--- config.mk ---
export PLATFORM = sky130hd
export DESIGN_NAME = uart_tx_arbiter
export DESIGN_NICKNAME = d
export VERILOG_FILES = /design/src/rtl/uart_pkg.sv /design/src/rtl/uart_rr_pick.sv /design/src/rtl/uart_tx_arbiter.sv
export SDC_FILE = /design/constraint.sdc
export NUM_CORES = 1
export LEC_CHECK = 0
export BUFFER_PORTS_ARGS = -buffer_cell sky130_fd_sc_hd__clkbuf_2
export CAP_MARGIN = 40
export CORE_ASPECT_RATIO = 0.9
export CORE_MARGIN = 4
export CORE_UTILIZATION = 41
export CTS_CLUSTER_SIZE = 20
export DETAILED_ROUTE_END_ITERATION = 16
export GPL_TIMING_DRIVEN = 1
export PLACE_DENSITY = 0.8
export SLEW_MARGIN = 25
export SYNTH_ARGS = -nofsm -noshare
export SYNTH_HDL_FRONTEND = slang
export SYNTH_HIERARCHICAL = 1
export SYNTH_SLANG_ARGS = --single-unit
--- constraint.sdc ---
create_clock -name clk -period 4.1 [get_ports clk]
set_clock_uncertainty 0.1 [all_clocks]
set_input_delay 0.82 -clock clk [delete_from_list [all_inputs] [get_ports clk]]
set_output_delay 0.82 -clock clk [all_outputs]
set_load 0.05 [all_outputs]
--- src/rtl/uart_pkg.sv ---
// Shared UART constants, arbiter state encoding and small helpers.
package uart_pkg;

  localparam int CLK_FREQ     = 100_000_000;
  localparam int BAUD_DEFAULT = 115_200;
  localparam int FRAME_BITS   = 10;
  localparam int BIT_CLKS     = CLK_FREQ / BAUD_DEFAULT;

  // Next power of two above one full frame at the default baud (about 2x margin).
  localparam int TIMEOUT_DEFAULT = 1 << $clog2(FRAME_BITS * BIT_CLKS);

  localparam logic [2:0] S_IDLE   = 3'd0;
  localparam logic [2:0] S_LAUNCH = 3'd1;
  localparam logic [2:0] S_WAIT   = 3'd2;
  localparam logic [2:0] S_GAP    = 3'd3;
  localparam logic [2:0] S_FAULT  = 3'd4;

  typedef enum logic [2:0] {
    ST_IDLE   = S_IDLE,
    ST_LAUNCH = S_LAUNCH,
    ST_WAIT   = S_WAIT,
    ST_GAP    = S_GAP,
    ST_FAULT  = S_FAULT
  } arb_state_t;

  // One-hot of an index; callers truncate to their own requester count.
  function automatic logic [7:0] onehot8(input int idx);
    onehot8 = 8'd1 << idx;
  endfunction

endpackage

--- src/rtl/uart_rr_pick.sv ---
// Combinational round-robin picker: searches upward from last+1, wrapping at NREQ-1.
module uart_rr_pick #(
  parameter int NREQ = 4,
  parameter int IW   = $clog2(NREQ)
) (
  input  logic [NREQ-1:0] req,
  input  logic [IW-1:0]   last,
  output logic [IW-1:0]   winner,
  output logic            valid
);

  logic [IW-1:0] idx;

  // Walk candidates from farthest to nearest so the nearest pending one wins.
  always_comb begin
    valid  = 1'b0;
    winner = '0;
    idx    = '0;
    for (int k = NREQ; k >= 1; k--) begin
      idx = IW'((int'(last) + k) % NREQ);
      if (req[idx]) begin
        valid  = 1'b1;
        winner = idx;
      end
    end
  end

endmodule

--- src/rtl/uart_tx_arbiter.sv ---
// Round-robin sequencer sharing one uart_tx among NREQ byte producers.
// Optional watchdog compiled in with UART_ARB_WATCHDOG_EN.
//
// state  | meaning
// IDLE   | arbitrate among pending requests, latch winner byte
// LAUNCH | tx_en pulse to uart_tx, active rises
// WAIT   | frame in flight, wait for tx_done (watchdog runs here)
// GAP    | ack pulse cycle, lets the winner drop req before re-arbitration
// FAULT  | watchdog expired, arbitration halted until clr_fault
module uart_tx_arbiter
  import uart_pkg::*;
#(
  parameter int NREQ           = 4,
  parameter int TIMEOUT_CYCLES = TIMEOUT_DEFAULT
) (
  input  logic                    clk,
  input  logic                    rst,
  input  logic [NREQ-1:0]         req,
  input  logic [8*NREQ-1:0]       req_data,
  output logic [NREQ-1:0]         ack,
  output logic [NREQ-1:0]         err,
  output logic [$clog2(NREQ)-1:0] grant_id,
  output logic                    active,
  output logic                    fault,
  input  logic                    clr_fault,
  output logic                    tx_en,
  output logic [7:0]              tx_data,
  input  logic                    tx_done
);

  localparam int IW = $clog2(NREQ);

  arb_state_t    state;
  logic [IW-1:0] last;
  logic [IW-1:0] pick_id;
  logic          pick_valid;
  logic [7:0]    req_byte [NREQ];

  // Unpack the flat byte bus so the winner index selects directly.
  always_comb begin
    for (int i = 0; i < NREQ; i++) begin
      req_byte[i] = req_data[8*i +: 8];
    end
  end

  uart_rr_pick #(.NREQ(NREQ), .IW(IW)) u_pick (
    .req    (req),
    .last   (last),
    .winner (pick_id),
    .valid  (pick_valid)
  );

`ifdef UART_ARB_WATCHDOG_EN
  localparam int TW = $clog2(TIMEOUT_CYCLES + 1);
  logic [TW-1:0] wd_cnt;
  logic [NREQ-1:0] err_q;
  logic            fault_q;
  assign err   = err_q;
  assign fault = fault_q;
`else
  logic unused_cfg;
  assign unused_cfg = clr_fault ^ (TIMEOUT_CYCLES > 0);
  assign err   = '0;
  assign fault = 1'b0;
`endif

  // Arbitration / sequencing FSM with all outputs registered.
  always_ff @(posedge clk or negedge rst) begin
    if (!rst) begin
      state    <= ST_IDLE;
      last     <= IW'(NREQ - 1);
      grant_id <= '0;
      tx_data  <= '0;
      tx_en    <= 1'b0;
      active   <= 1'b0;
      ack      <= '0;
`ifdef UART_ARB_WATCHDOG_EN
      err_q    <= '0;
      fault_q  <= 1'b0;
      wd_cnt   <= '0;
`endif
    end else begin
      tx_en <= 1'b0;
      ack   <= '0;
`ifdef UART_ARB_WATCHDOG_EN
      err_q <= '0;
`endif
      unique case (state)
        ST_IDLE: begin
          if (pick_valid) begin
            grant_id <= pick_id;
            last     <= pick_id;
            tx_data  <= req_byte[pick_id];
            tx_en    <= 1'b1;
            active   <= 1'b1;
            state    <= ST_LAUNCH;
          end
        end
        ST_LAUNCH: begin
`ifdef UART_ARB_WATCHDOG_EN
          // Down-counter loaded on WAIT entry; terminal count 1 marks the last WAIT cycle.
          wd_cnt <= TW'(TIMEOUT_CYCLES);
`endif
          state <= ST_WAIT;
        end
        ST_WAIT: begin
          if (tx_done) begin
            ack    <= NREQ'(onehot8(int'(grant_id)));
            active <= 1'b0;
            state  <= ST_GAP;
          end
`ifdef UART_ARB_WATCHDOG_EN
          else if (wd_cnt == TW'(1)) begin
            err_q   <= NREQ'(onehot8(int'(grant_id)));
            fault_q <= 1'b1;
            active  <= 1'b0;
            state   <= ST_FAULT;
          end else begin
            wd_cnt <= wd_cnt - TW'(1);
          end
`endif
        end
        ST_GAP: begin
          state <= ST_IDLE;
        end
        ST_FAULT: begin
`ifdef UART_ARB_WATCHDOG_EN
          if (clr_fault) begin
            fault_q <= 1'b0;
            state   <= ST_IDLE;
          end
`else
          state <= ST_IDLE;
`endif
        end
        default: state <= ST_IDLE;
      endcase
    end
  end

endmodule
== Yosys cells after proc, flatten, opt, wreduce, memory -nomap -nowiden ==
Cells that the tools add are included.

* Flip-flop bits (word level): 21
* Bits of input ports: 40
* Output and inout port bits: 21
* Logic and storage cells: 56

* Add/subtract/negate cells: 4
* Order comparisons: 5
* Eq/ne operators: 4
* Shift operators: 1
* Mux-type cells: 29
* Bitwise operators: 1
* Reduce and logical (&&, ||, !) cells: 5

{| class="wikitable"
|+ Operators by type and width
! operator !! count
|-
| 8-bit binary-select mux with 2-bit select || 1
|-
| 8-bit two-way mux || 2
|-
| 2-bit by 3-bit < comparator with 1-bit output (second input constant) || 4
|-
| 1-bit two-way mux || 12
|-
| 3-bit one-hot mux with 3 select lines || 1
|-
| 1-bit binary-select mux with 2-bit select || 4
|-
| 2-bit two-way mux || 4
|-
| 4-bit two-way mux || 2
|-
| 3-bit two-way mux || 2
|-
| 2-bit by 1-bit adder with 2-bit output (second input constant) || 2
|-
| 2-bit adder (second input constant) || 2
|-
| 2-bit inequality test (second input constant) || 2
|-
| 2-bit AND reduction || 2
|-
| 1-bit by 2-bit << shifter with 4-bit output (first input constant) || 1
|-
| 3-bit by 1-bit equality test with 1-bit output (second input constant) || 1
|-
| 3-bit by 2-bit equality test with 1-bit output (second input constant) || 1
|-
| 3-bit >= comparator (second input constant) || 1
|-
| 3-bit logical NOT || 1
|-
| 2-bit inverter with 3-bit output || 1
|-
| 3-bit AND reduction || 1
|-
| 1-bit one-hot mux with 2 select lines || 1
|-
| 2-bit nonzero test || 1
|}

== Depth between registers and ports, before layout ==
Gate-level depths: netlist of the first run.

* Depth after elaboration: 11
* Depth in mapped cells: 7
* Gate-level depth less buffers: 5

== Hierarchy ==
Netlist of the first run, hierarchy kept.

{| class="wikitable"
|+ By module, submodules not included
! module !! instances !! cells each !! area each (um^2) !! sequential area each (um^2)
|-
| uart_tx_arbiter || 1 || 96 || 1058.5 || 503.0
|-
| uart_rr_pick || 1 || 14 || 91.3 || 0.0
|}

== Worst setup path after synthesis of the first run ==
No wires, ideal clock.

* Path kind: input-to-reg
* Start point: in req[0]
* End point: reg tx_data[0]
* Library setup time: 0.142 ns
* Arrival time: 1.761 ns
* Required time: 3.858 ns
* Path slack: 2.097 ns
* Cell stages on the path: 7
* Path buffers: 2
* Cells stage by stage: a21oi_1 a31oi_1 a21oi_1 buf_4 buf_4 mux2i_1 o221ai_1

* Longest elaborated chain between the ends: 10
* Elaborated cells between the ends (all ways): 21

{| class="wikitable"
|+ RTL lines
! what !! line !! text
|-
| from (decl) || uart_tx_arbiter.sv:18 || <nowiki>input logic [NREQ-1:0] req,</nowiki>
|-
| 1-bit binary-select mux with 2-bit select || uart_rr_pick.sv:21 || <nowiki>if (req[idx]) begin</nowiki>
|-
| 1-bit two-way mux (implied by the code) || uart_rr_pick.sv:21 ||
|-
| 2-bit two-way mux (3 in a row) || uart_rr_pick.sv:21 ||
|-
| 2-bit two-way mux (*) || uart_rr_pick.sv:21 ||
|-
| via pick_id[1] || uart_tx_arbiter.sv:35 || <nowiki>logic [IW-1:0] pick_id;</nowiki>
|-
| 2-bit inverter with 3-bit output (implied by the code) (*) || uart_tx_arbiter.sv:93 || <nowiki>tx_data <= req_byte[pick_id];</nowiki>
|-
| 8-bit binary-select mux with 2-bit select (*) || uart_tx_arbiter.sv:93 ||
|-
| 8-bit two-way mux (implied by the code) (*) (2 in a row) || uart_tx_arbiter.sv:93 ||
|-
| to (signal assigned) || uart_tx_arbiter.sv:93 ||
|-
| to (decl) || uart_tx_arbiter.sv:27 || <nowiki>output logic [7:0] tx_data,</nowiki>
|}

The timed path passes the listed nets; every way through them passes the cells marked *. The select of a mux whose other input is x is not followed.
A chain may end at the register's enable or synchronous reset.

== Final worst setup path of the first run ==
* Start point: in req[2]
* End point: reg tx_data[2]

* Elaborated cells between the ends (all ways): 21

{| class="wikitable"
|+ RTL lines
! what !! line !! text
|-
| 1-bit binary-select mux with 2-bit select || uart_rr_pick.sv:21 ||
|-
| 1-bit two-way mux (implied by the code) || uart_rr_pick.sv:21 ||
|-
| 1-bit two-way mux (3 in a row) || uart_rr_pick.sv:21 ||
|-
| 1-bit two-way mux (*) || uart_rr_pick.sv:21 ||
|-
| via pick_valid || uart_tx_arbiter.sv:36 || <nowiki>logic pick_valid;</nowiki>
|-
| 2-bit AND reduction (no source line) (*) || -- ||
|}

Marked as above.

==> out/metrics.yaml, run 1 <==
run_status: "completed"
grt_start_max_net_pins: 21
buffer_ports.inserted: 54
pre_cts_ws_ps: 1800
power.ir.vdd_worst_mv: 0.427
gr-total-overflow: 0
fin_crit_ps: 1970
post_route_cells_drive_above_1_share_pct: 39.6
rsz0062_at_grt: "false"
met1_usage_in_global_routing_pct: 14.6
yosys-mux-area-fraction_pct: 17.5
rr_endpoint: "tx_data[2]$_DFFE_PN0P_"
yosys.area.top_type_share_pct: 39.2
total_negative_slack_ps: 0
critical_path_class: "primary input to flop"
chipHeight_microns: 58.2
synth.yosys.seq_area_share_pct: 43.7
critPathLaunchType: "primary input"
vias_per_cell: 4.93
antenna_left: 0
finalCritPeriodShare_pct: 48.2
drt_pass1_iterations: 4
crit_fanout: 14
synth.most_common_cell: "sky130_fd_sc_hd__mux2i_1"
worstSkewPairLatency_ps: 290
xor_xnor_portion_of_the_synthesized_cell_area_pct: 0
synth.largest_area_cell: "sky130_fd_sc_hd__dfrtp_1"
clockBufferDepth: 2
fin_max_slew_vios: 0
synthTopCellsByArea: "sky130_fd_sc_hd__dfrtp_1 39%, sky130_fd_sc_hd__mux2i_1 17%, sky130_fd_sc_hd__o221ai_1 6.1%"
chipWidth_microns: 63.8
use_met3_pct: 2.71
cp_data_arrival_time_ps: 2040
area_delta_synth_final_pct: 26.2
count_of_final_setup_violators: 0
cp-end-kind: "flop"
core_area_sq_mm: 0.00257
clock_root_buffer: "sky130_fd_sc_hd__clkbuf_4"
max_freq_ghz: 0.506
count_of_endpoints_failing_hold_in_the_final_timing_report: 0
total_area_of_multi_input_combinational_cells_sq_um: 574
place.gp.congestion: 0.691
drt_iter0_drc: 30
antenna_cells: 0
grtUsageMet2_pct: 31.1
critical_path.cell_chain: "clkbuf_2 > nor2_1 > nand2_1 > nand2_2 > or2_1 > o221ai_1"
timing.reg2reg.setup_slack_ps: 2310
ys_dominant_reg_cell: "sky130_fd_sc_hd__dfrtp_1"
r2r-start: "last[1]$_DFFE_PN1P_"
synth_adder_area_share_pct: 5.44
cts_bufs_inserted: 3
synthArstFlopShare_pct: 100
tritoncts: "yes"
drt_wl_total_microns: 2770
fillerInstances: 231
powerDensity_mw_per_mm2: 774
post_synth.cell_area_avg_sq_um: 10.5
pin_count: 61
dr_total_vias: 996
synth_compound_area_share_pct: 12.9
min_path_type: "primary input to async pin"
design.die.area_sq_mm: 0.00372
global_route_wire_length_before_repair_microns: 4550
synth.lib_cells_used.distinct: 30
globalRouteTotalUtil_pct: 15.2
synth_warnings: 6
critical-path-max-stage-delay_ps: 330
yosys.area_share.simple_pct: 12.1
power_leakage_nw: 0.800
floorplan.initialDensity_pct: 44.7
top_usage_layer: "met2"
cts.sinks: 20
synth_top_family_by_area: "multiplexers"
post_cts_buffers: 0
clk_pin_slew_ps: 120
antenna_violations_before_repair: 0
slowest_stage: "sky130_fd_sc_hd__or2_1"
synth_edf_count: 0
h-tree-depth: 1
nets: 210
wl_per_cell_microns: 13.7
cap_violations: 0
final-seq-area_sq_um: 503
worst-r2r-cell-count: 5
number_of_global_route_vias_before_repair: 1021
required_ps: 4170
resized_after_cts: 0
drc: 0
rows: 17
synth_seq_cells: 20
hpwl_microns: 2360
netlist_top_cells_count: "19 x sky130_fd_sc_hd__mux2i_1, 18 x sky130_fd_sc_hd__dfrtp_1, 14 x sky130_fd_sc_hd__nand2_1"
netlist_instances: 110
timing.final.ws_setup_ps: 2130
holdBufCountCts: 0
netlist_area_sq_mm: 0.00115
[power breakdown]
| part | internal, mW | switching [mW] | total, mW |
|---|---|---|---|
| combinational | 0.214 | 0.460 | 0.675 |
| sequential | 0.291 | 0.0635 | 0.354 |
| clock | 0.0378 | 0.0574 | 0.0952 |
| total | 0.543 | 0.581 | 1.12 |
[metrics by stage]
stage | area, sq um | utilization, % | power, mW | std cells | hold slack (ps)
final | 1450 | 56.4 | 1.12 | 202 | 359
after global routing | 1450 | 56.4 | 1.20 | 202 | 384
after CTS | 1450 | 56.4 | 1.14 | 202 | 367
after detailed placement | 1430 | 55.4 | 1.04 | 198 | 373
after global placement | 1430 | 55.4 | 1.01 | 198 | 370
after floorplan | 1160 | - | 0.891 | 114 | 360
[flip-flops by register name, summed over array words and instances, names as in the netlist]
register and flops:
grant_id 2, tx_data 8, tx_en 1, ack 4, active 1, last 2
state 2
[metal layers]
layer	wire, microns	vias up
li1	-	486
met2	1620	29
met4	41	0
met5	0	-
met1	978	477
met3	132	4
[worst max-delay path by stage]
| stage | startpoint | to | slack [ps] | cells after the start |
|---|---|---|---|---|
| CTS | grant_id[0]$_DFFE_PN0P_ | grant_id[0] | 2110 | 1 |
| finish | req[2] | tx_data[2]$_DFFE_PN0P_ | 2130 | 6 |
| global route | req[3] | tx_data[6]$_DFFE_PN0P_ | 2040 | 6 |
| global placement | req[2] | tx_data[6]$_DFFE_PN0P_ | 1860 | 6 |
| floorplan | req[0] | tx_data[0]$_DFFE_PN0P_ | 2100 | 7 |
| detailed placement | req[2] | tx_data[3]$_DFFE_PN0P_ | 1800 | 6 |
[cell families (layout without fill, tap and decap cells)]
logic type,Yosys count,after routing
other,1,5
adders and majority gates,5,5
and+or+nand+nor,30,30
DFF,20,20
muxes,20,20
AOI/OAI and AO/OA,19,19
buffers and inverters,15,65
[worst max-delay path: cells and delay by family]
family	cells	cell delay (ps)
and+or+nand+nor	4	950
buffers and inverters	1	100
AOI/OAI and AO/OA	1	160
[layout make-up]
cell class / count / share of cell area [%]
multi-input combinational: 79 / 39.6
tap: 38 / 3.28
clock buffer: 4 / 1.81
timing repair buffer: 55 / 19.1
inverter: 6 / 1.55
sequential: 20 / 34.7
[placed cells by master, fill, tap and decap left out, types with 2 or more instances in the layout]
cell / n
sky130_fd_sc_hd__a21o_1: 2
sky130_fd_sc_hd__a21oi_1: 2
sky130_fd_sc_hd__a21oi_2: 2
sky130_fd_sc_hd__clkbuf_2: 54
sky130_fd_sc_hd__clkbuf_4: 3
sky130_fd_sc_hd__conb_1: 5
sky130_fd_sc_hd__dfrtp_1: 18
sky130_fd_sc_hd__dfstp_2: 2
sky130_fd_sc_hd__ha_1: 5
sky130_fd_sc_hd__inv_1: 5
sky130_fd_sc_hd__mux2i_1: 19
sky130_fd_sc_hd__nand2_1: 14
sky130_fd_sc_hd__nand2b_1: 3
sky130_fd_sc_hd__nand3_1: 2
sky130_fd_sc_hd__nor2_1: 4
sky130_fd_sc_hd__nor3_1: 2
sky130_fd_sc_hd__o221ai_1: 8
(Power assumes the default switching activity.)
==> inputs of run 2 (changes only) <==
--- a/config.mk
+++ b/config.mk
@@ -5,6 +5,7 @@
 export SDC_FILE = /design/constraint.sdc
 export NUM_CORES = 1
 export LEC_CHECK = 0
+export ABC_AREA = 1
 export BUFFER_PORTS_ARGS = -buffer_cell sky130_fd_sc_hd__clkbuf_2
 export CAP_MARGIN = 40
 export CORE_ASPECT_RATIO = 0.9
@@ -13,7 +14,7 @@
 export CTS_CLUSTER_SIZE = 20
 export DETAILED_ROUTE_END_ITERATION = 16
 export GPL_TIMING_DRIVEN = 1
-export PLACE_DENSITY = 0.8
+export PLACE_DENSITY = 0.76
 export SLEW_MARGIN = 25
 export SYNTH_ARGS = -nofsm -noshare
 export SYNTH_HDL_FRONTEND = slang
==> constraint.sdc (replaced) <==
create_clock -name clk -period 1.95 [get_ports clk]
set_clock_uncertainty 0.1 [all_clocks]
set_input_delay 0.39 -clock clk [delete_from_list [all_inputs] [get_ports clk]]
set_output_delay 0.39 -clock clk [all_outputs]
set_load 0.05 [all_outputs]
==> out/metrics.yaml, run 2 <==
run_status: "complete, but fails checks"  # was completed
failed_checks: "negative setup slack"
layout_top_registers: "tx_data (8), ack (4)"  # unchanged
synth.yosys.seq_area_share_pct: 34.0  # was 43.7%
powerDensity_mw_per_mm2: 2020  # was 774 mW/mm^2
area_delta_synth_final_pct: 38.6  # was 26.2%
drt_pass1_iterations: 4  # unchanged
vias_per_cell: 4.57  # was 4.93
count_of_final_setup_violators: 8  # was 0
synth.lib_cells_used.distinct: 23  # was 30
total_negative_slack_ps: -530  # was 0 ps
power.ir.vdd_worst_mv: 0.782  # was 0.427 mV
xor_xnor_portion_of_the_synthesized_cell_area_pct: 0  # unchanged
synth.largest_area_cell: "sky130_fd_sc_hd__dfrtp_1"  # unchanged
drt_wl_total_microns: 3680  # was 2770 microns
worstSkewPairLatency_ps: 250  # was 290 ps
grt_start_max_net_pins: 21  # unchanged
worstHoldStart: "tx_done"
antenna_violations_before_repair: 0  # unchanged
crit_fanout: 7  # was 14
r2r-start: "last[0]$_DFFE_PN1P_"  # was last[1]$_DFFE_PN1P_
clk_pin_slew_ps: 70  # was 120 ps
cts.sinks: 20  # unchanged
synth.most_common_cell: "sky130_fd_sc_hd__nand2_1"  # was sky130_fd_sc_hd__mux2i_1
clockBufferDepth: 2  # unchanged
yosys.area_share.simple_pct: 38.7  # was 12.1%
chipWidth_microns: 71.3  # was 63.8 microns
floorplan.initialDensity_pct: 43.2  # was 44.7%
nets: 344  # was 210
post_route_cells_drive_above_1_share_pct: 36.9  # was 39.6%
synth_seq_cells: 20  # unchanged
fin_crit_ps: 2040
drt_iter0_drc: 49  # was 30
layout.cells.most_common: "sky130_fd_sc_hd__nand2_1"  # was sky130_fd_sc_hd__clkbuf_2
total_power_mw: 4.14  # was 1.12 mW
antenna_cells: 0  # unchanged
finalCritPeriodShare_pct: 105
synth_edf_count: 0  # unchanged
design.die.area_sq_mm: 0.00464  # was 0.00372 sq mm
hpwl_microns: 2480  # was 2360 microns
dr_total_vias: 1563  # was 996
yosys.area.top_type_share_pct: 30.4  # was 39.2%
gr-total-overflow: 0  # unchanged
count_of_endpoints_failing_hold_in_the_final_timing_report: 0  # unchanged
power_leakage_nw: 1.29  # was 0.800 nW
synth_adder_area_share_pct: 4.23  # was 5.44%
cap_violations: 0  # unchanged
cp_data_arrival_time_ps: 2090  # was 2040 ps
critical_path_class: "flop to flop"  # was primary input to flop
netlist_top_cells_count: "105 x sky130_fd_sc_hd__nand2_1, 46 x sky130_fd_sc_hd__inv_1, 20 x sky130_fd_sc_hd__nand3_1"  # was 19 x sky130_fd_sc_hd__mux2i_1, 18 x sky130_fd_sc_hd__dfrtp_1, 14 x sky130_fd_sc_hd__nand2_1
synth_warnings: 6  # unchanged
wl_per_cell_microns: 10.7  # was 13.7 microns
drc: 0  # unchanged
rows: 20  # was 17
cts_bufs_inserted: 3  # unchanged
global_route_wire_length_before_repair_microns: 5410  # was 4550 microns
rsz0062_at_grt: "true"  # was false
timing.final.ws_setup_ps: -90.9  # was 2130 ps
ys_dominant_reg_cell: "sky130_fd_sc_hd__dfrtp_1"  # unchanged
min_path_type: "primary input to flop"  # was primary input to async pin
tritoncts: "yes"  # unchanged
chipHeight_microns: 65  # was 58.2 microns
post_synth.cell_area_avg_sq_um: 6.33  # was 10.5 sq um
core_area_sq_mm: 0.00343  # was 0.00257 sq mm
buffer_ports.inserted: 54  # unchanged
required_ps: 2000  # was 4170 ps
synth_compound_area_share_pct: 3.13  # was 12.9%
top_register: "tx_data"  # unchanged
cp-end-kind: "flop"  # unchanged
netlist_instances: 234  # was 110
number_of_global_route_vias_before_repair: 1362  # was 1021
pin_count: 61  # unchanged
layout_common_cells: "86 x sky130_fd_sc_hd__nand2_1, 54 x sky130_fd_sc_hd__clkbuf_2, 44 x sky130_fd_sc_hd__inv_1"  # was 54 x sky130_fd_sc_hd__clkbuf_2, 19 x sky130_fd_sc_hd__mux2i_1, 18 x sky130_fd_sc_hd__dfrtp_1
place.gp.congestion: 0.807  # was 0.691
max_freq_ghz: 0.490
pre_cts_ws_ps: -92.5  # was 1800 ps
synthArstFlopShare_pct: 100  # unchanged
h-tree-depth: 1  # unchanged
crit_start: "last[0]$_DFFE_PN1P_"  # was req[2]
yosys-mux-area-fraction_pct: 0  # was 17.5%
largest_reg_flops: 8  # unchanged
critPathLaunchType: "flop"  # was primary input
fin_max_slew_vios: 0  # unchanged
synth_top_family_by_area: "simple AND/OR/NAND/NOR gates"  # was multiplexers
netlist_area_sq_mm: 0.00148  # was 0.00115 sq mm
globalRouteTotalUtil_pct: 13.9  # was 15.2%
synthTopCellsByArea: "sky130_fd_sc_hd__dfrtp_1 30%, sky130_fd_sc_hd__nand2_1 27%, sky130_fd_sc_hd__inv_1 12%"  # was sky130_fd_sc_hd__dfrtp_1 39%, sky130_fd_sc_hd__mux2i_1 17%, sky130_fd_sc_hd__o221ai_1 6.1%
antenna_left: 0  # unchanged
clock_root_buffer: "sky130_fd_sc_hd__clkbuf_8"  # was sky130_fd_sc_hd__clkbuf_4
run 2: cell types whose count changed after synthesis, moves of 3 or more:
cell                       previous run  this run
sky130_fd_sc_hd__nand2_1             14       105
sky130_fd_sc_hd__inv_1                5        46
sky130_fd_sc_hd__nand3_1              2        20
sky130_fd_sc_hd__o21ai_0              1         5
sky130_fd_sc_hd__mux2i_1             19         0
sky130_fd_sc_hd__o221ai_1             8         0
sky130_fd_sc_hd__nand2b_1             3         0
sky130_fd_sc_hd__nand2_2              1         4
sky130_fd_sc_hd__nor4_1               0         4
run 2: path summary, 6_finish.rpt:
| kind | to | slack [ps] | cells past startpoint |
|---|---|---|---|
| setup / recovery | tx_data[4]$_DFFE_PN0P_ | -90 | 15 |
| hold / removal | ack[0]$_DFF_PN0_ | 350 | 3 |
| setup reg to reg | tx_data[4]$_DFFE_PN0P_ | -90 | 15 |
| hold reg to reg | tx_data[6]$_DFFE_PN0P_ | 380 | 2 |
| max in group asynchronous | last[1]$_DFFE_PN1P_ | 870 | 2 |
| min in group asynchronous | ack[3]$_DFF_PN0_ | 530 | 2 |
run 2: repair_timing:
| action | in CTS | in global routing |
|---|---|---|
| hold endpoints to repair | 18 | 0 |
| gates cloned | 0 | 2 |
| endpoints found under the setup margin | 8 | 12 |
| gates resized for setup | 1 | 36 |
| hold buffers | 1 | 0 |
| setup buffers | 2 | 1 |
| pin swaps | 0 | 26 |
run 2: cell type report:
cell class | count | area, sq um
fillers | 333 | 1380
multi-input cells | 156 | 811
flip-flops and latches | 20 | 503
repair buffers | 67 | 417
inverters | 50 | 204
clock buffers | 4 | 55.1
well taps | 44 | 55.1
repair inverters | 1 | 7.51
run 2: where the power goes:
part,internal [mW],switching (mW)
Sequential,0.614,0.123
Clock,0.180,0.135
Combinational,1.12,1.97
Total,1.92,2.23
run 2: kinds of logic (layout without fill, tap and decap cells):
| logic type | after synthesis | count (layout) |
|---|---|---|
| and+or+nand+nor | 138 | 138 |
| buffers and inverters | 62 | 122 |
| DFF | 20 | 20 |
| AOI/OAI and AO/OA | 8 | 8 |
| adders and majority gates | 5 | 5 |
| other | 1 | 5 |
run 2: routing by layer:
layer	GRT usage, %	wire, microns	vias up	share of wire (%)
met1	18.6	1560	704	43
met2	24.3	1820	47	49
met4	3.52	46	0	1.3
li1	-	-	806	-
met5	0	0	-	0
met3	1.09	247	6	6.7
run 2: critical path, cell delays in order, from the launching register on:
cell and delay (ps):
sky130_fd_sc_hd__dfstp_2 570, sky130_fd_sc_hd__buf_12 130, sky130_fd_sc_hd__inv_8 50, sky130_fd_sc_hd__nand2_1 70, sky130_fd_sc_hd__nand2_2 80, sky130_fd_sc_hd__nand2_2 100, sky130_fd_sc_hd__nand2_2 60, sky130_fd_sc_hd__nand2_2 80
sky130_fd_sc_hd__nand3_2 110, sky130_fd_sc_hd__nand2_4 140, sky130_fd_sc_hd__buf_12 130, sky130_fd_sc_hd__nand2_1 60, sky130_fd_sc_hd__nand3_1 80, sky130_fd_sc_hd__nand2_1 60, sky130_fd_sc_hd__nand2_1 50, sky130_fd_sc_hd__nand2_1 60
run 2: per-stage QoR:
stage	instance area, sq um	cells	hold WS (ps)	utilization (%)
floorplan	1500	238	-5.59	-
detailed placement	1800	332	266	52.5
finish	2050	342	351	59.9
global placement	1800	332	270	52.5
global route	2050	342	366	59.9
CTS	1890	339	348	55.2
==> inputs of run 3 (changes only) <==
--- a/config.mk
+++ b/config.mk
@@ -10,11 +10,11 @@
 export CAP_MARGIN = 40
 export CORE_ASPECT_RATIO = 0.9
 export CORE_MARGIN = 4
-export CORE_UTILIZATION = 41
+export CORE_UTILIZATION = 45
 export CTS_CLUSTER_SIZE = 20
 export DETAILED_ROUTE_END_ITERATION = 16
 export GPL_TIMING_DRIVEN = 1
-export PLACE_DENSITY = 0.76
+export PLACE_DENSITY = 0.82
 export SLEW_MARGIN = 25
 export SYNTH_ARGS = -nofsm -noshare
 export SYNTH_HDL_FRONTEND = slang
==> out/metrics.yaml, run 3 (synthesis gave the netlist of run 2 again) <==
crit_fanout: 7  # unchanged
pre_cts_ws_ps: -109  # was -92.5 ps
count_of_final_setup_violators: 10  # was 8
power_leakage_nw: 1.35  # was 1.29 nW
cap_violations: 0  # unchanged
drc: 0  # unchanged
cts_bufs_inserted: 3  # unchanged
h-tree-depth: 1  # unchanged
floorplan.initialDensity_pct: 47.5  # was 43.2%
total_negative_slack_ps: -646  # was -530 ps
layout_top_registers: "tx_data (8), ack (4)"  # unchanged
crit_family: "simple AND/OR/NAND/NOR gates"  # unchanged
post_route_cells_drive_above_1_share_pct: 38.5  # was 36.9%
slowest_stage: "sky130_fd_sc_hd__dfstp_2"  # unchanged
globalRouteTotalUtil_pct: 15.1  # was 13.9%
run_status: "complete, but fails checks"  # unchanged
wl_per_cell_microns: 11.4  # was 10.7 microns
final_cells: 346  # was 342
drt_iter0_drc: 74  # was 49
design.die.area_sq_mm: 0.00427  # was 0.00464 sq mm
powerDensity_mw_per_mm2: 2130  # was 2020 mW/mm^2
area_delta_synth_final_pct: 46.5  # was 38.6%
count_of_endpoints_failing_hold_in_the_final_timing_report: 0  # unchanged
cp_common_cell: "sky130_fd_sc_hd__nand2_1"  # unchanged
top_register: "tx_data"  # unchanged
clockBufferDepth: 2  # unchanged
drt_wl_total_microns: 3940  # was 3680 microns
rows: 19  # was 20
max_freq_ghz: 0.486  # was 0.490 GHz
critical_path_class: "flop to flop"  # unchanged
antenna_violations_before_repair: 0  # unchanged
fin_max_slew_vios: 0  # unchanged
cp_data_arrival_time_ps: 2120  # was 2090 ps
critPathLaunchType: "flop"  # unchanged
largest_reg_flops: 8  # unchanged
place.gp.congestion: 0.764  # was 0.807
failed_checks: "negative setup slack"  # unchanged
buffer_ports.inserted: 54  # unchanged
pin_count: 61  # unchanged
power.ir.vdd_worst_mv: 1.08  # was 0.782 mV
layout.cells.most_common: "sky130_fd_sc_hd__nand2_1"  # unchanged
antenna_left: 0  # unchanged
global_route_wire_length_before_repair_microns: 5240  # was 5410 microns
critical_path.cell_chain: "buf_12 > inv_8 > nand2_1 > nand2_2 > nand2_2 > nand2_2 > nand2_4 > nand3_4 > nand2_8 > clkbuf_16 > nand2_1 > nand3_1 > nand2_1 > nand2_1 > nand2_1"  # was buf_12 > inv_8 > nand2_1 > nand2_2 > nand2_2 > nand2_2 > nand2_2 > nand3_2 > nand2_4 > buf_12 > nand2_1 > nand3_1 > nand2_1 > nand2_1 > nand2_1
gr-total-overflow: 0  # unchanged
dr_total_vias: 1618  # was 1563
chipHeight_microns: 62.4  # was 65 microns
timing.final.ws_setup_ps: -108  # was -90.9 ps
required_ps: 2010  # was 2000 ps
grt_start_max_net_pins: 21  # unchanged
nets: 350  # was 344
cp-end-kind: "flop"  # unchanged
fin_crit_ps: 2060  # was 2040 ps
vias_per_cell: 4.68  # was 4.57
number_of_global_route_vias_before_repair: 1349  # was 1362
clock_root_buffer: "sky130_fd_sc_hd__clkbuf_8"  # unchanged
min_path_type: "primary input to flop"  # unchanged
clk_pin_slew_ps: 80  # was 70 ps
layout_common_cells: "86 x sky130_fd_sc_hd__nand2_1, 54 x sky130_fd_sc_hd__clkbuf_2, 43 x sky130_fd_sc_hd__inv_1"  # was 86 x sky130_fd_sc_hd__nand2_1, 54 x sky130_fd_sc_hd__clkbuf_2, 44 x sky130_fd_sc_hd__inv_1
worstSkewPairLatency_ps: 260  # was 250 ps
core_area_sq_mm: 0.00311  # was 0.00343 sq mm
tritoncts: "yes"  # unchanged
timing.reg2reg.setup_slack_ps: -110  # was -90 ps
place_inst: 329  # was 332
finalCritPeriodShare_pct: 106  # was 105%
path_buf_inv: 3  # unchanged
rsz0062_at_grt: "true"  # unchanged
drt_pass1_iterations: 4  # unchanged
hpwl_microns: 2490  # was 2480 microns
antenna_cells: 0  # unchanged
chipWidth_microns: 68.5  # was 71.3 microns
critical-path-max-stage-delay_ps: 580  # was 570 ps
cts.sinks: 20  # unchanged
[run 3: cell types whose count changed in the layout (fill, tap and decap cells not counted), moves of 2 or more]
cell and change:
sky130_fd_sc_hd__nor2_2 -2, sky130_fd_sc_hd__nand2_4 +2, sky130_fd_sc_hd__buf_4 +4, sky130_fd_sc_hd__nand2_2 -3
[run 3: final cells by class]
type	instances	area, sq um
sequential	20	503
multi-input combinational	156	841
clock buffer	3	41.3
inverter	50	214
tap	42	52.6
fill	251	946
timing repair inverter	1	8.76
clock inverter	1	30.0
timing repair buffer	73	478
[run 3: worst register-to-register path: cells and delay by family (launching register included)]
kind / cells / cell delay [ps]
AND/OR/NAND/NOR: 12 / 930
buffers and inverters: 3 / 340
flip-flops: 1 / 580
[run 3: path summary, 6_finish.rpt]
check	start	endpoint	cells past startpoint
max in group asynchronous	rst	last[0]$_DFFE_PN1P_	2
setup reg to reg	last[0]$_DFFE_PN1P_	tx_data[3]$_DFFE_PN0P_	15
setup / recovery	last[0]$_DFFE_PN1P_	tx_data[3]$_DFFE_PN0P_	15
hold / removal	tx_done	ack[0]$_DFF_PN0_	3
hold reg to reg	tx_data[0]$_DFFE_PN0P_	tx_data[0]$_DFFE_PN0P_	2
min in group asynchronous	rst	grant_id[0]$_DFFE_PN0P_	2
[run 3: repair_timing]
action                                 in CTS  in global routing
endpoints found under the hold margin      18                  0
pin swaps                                   1                 25
setup buffers                               3                  7
setup endpoints to repair                   8                 12
hold buffers                                1                  0
resized for setup                           3                 45
gates cloned                                0                  2
[run 3: layer usage]
| layer | share of wire (%) | global-route usage [%] |
|---|---|---|
| met5 | 0 | 0 |
| met4 | 1.4 | 4.96 |
| met3 | 5.4 | 2.52 |
| met2 | 53 | 24.4 |
| met1 | 40 | 20.0 |
[run 3: stage by stage]
step	area [sq um]	hold WS (ps)	utilization (%)	total power, mW
3_5_place_dp	1790	269	57.5	3.26
6_report	2170	335	69.6	4.62
2_1_floorplan	1500	-5.59	-	2.74
5_1_grt	2170	365	69.6	4.99
3_3_place_gp	1790	263	57.5	3.23
4_1_cts	1910	331	61.3	3.78
[run 3: report_power, final]
| part | switching (mW) | total, mW | internal [mW] | leakage [nW] |
|---|---|---|---|---|
| Combinational | 2.14 | 3.47 | 1.33 | 1.06 |
| Clock | 0.134 | 0.408 | 0.274 | 0.0357 |
| Sequential | 0.130 | 0.744 | 0.614 | 0.248 |
| Total | 2.40 | 4.62 | 2.21 | 1.35 |
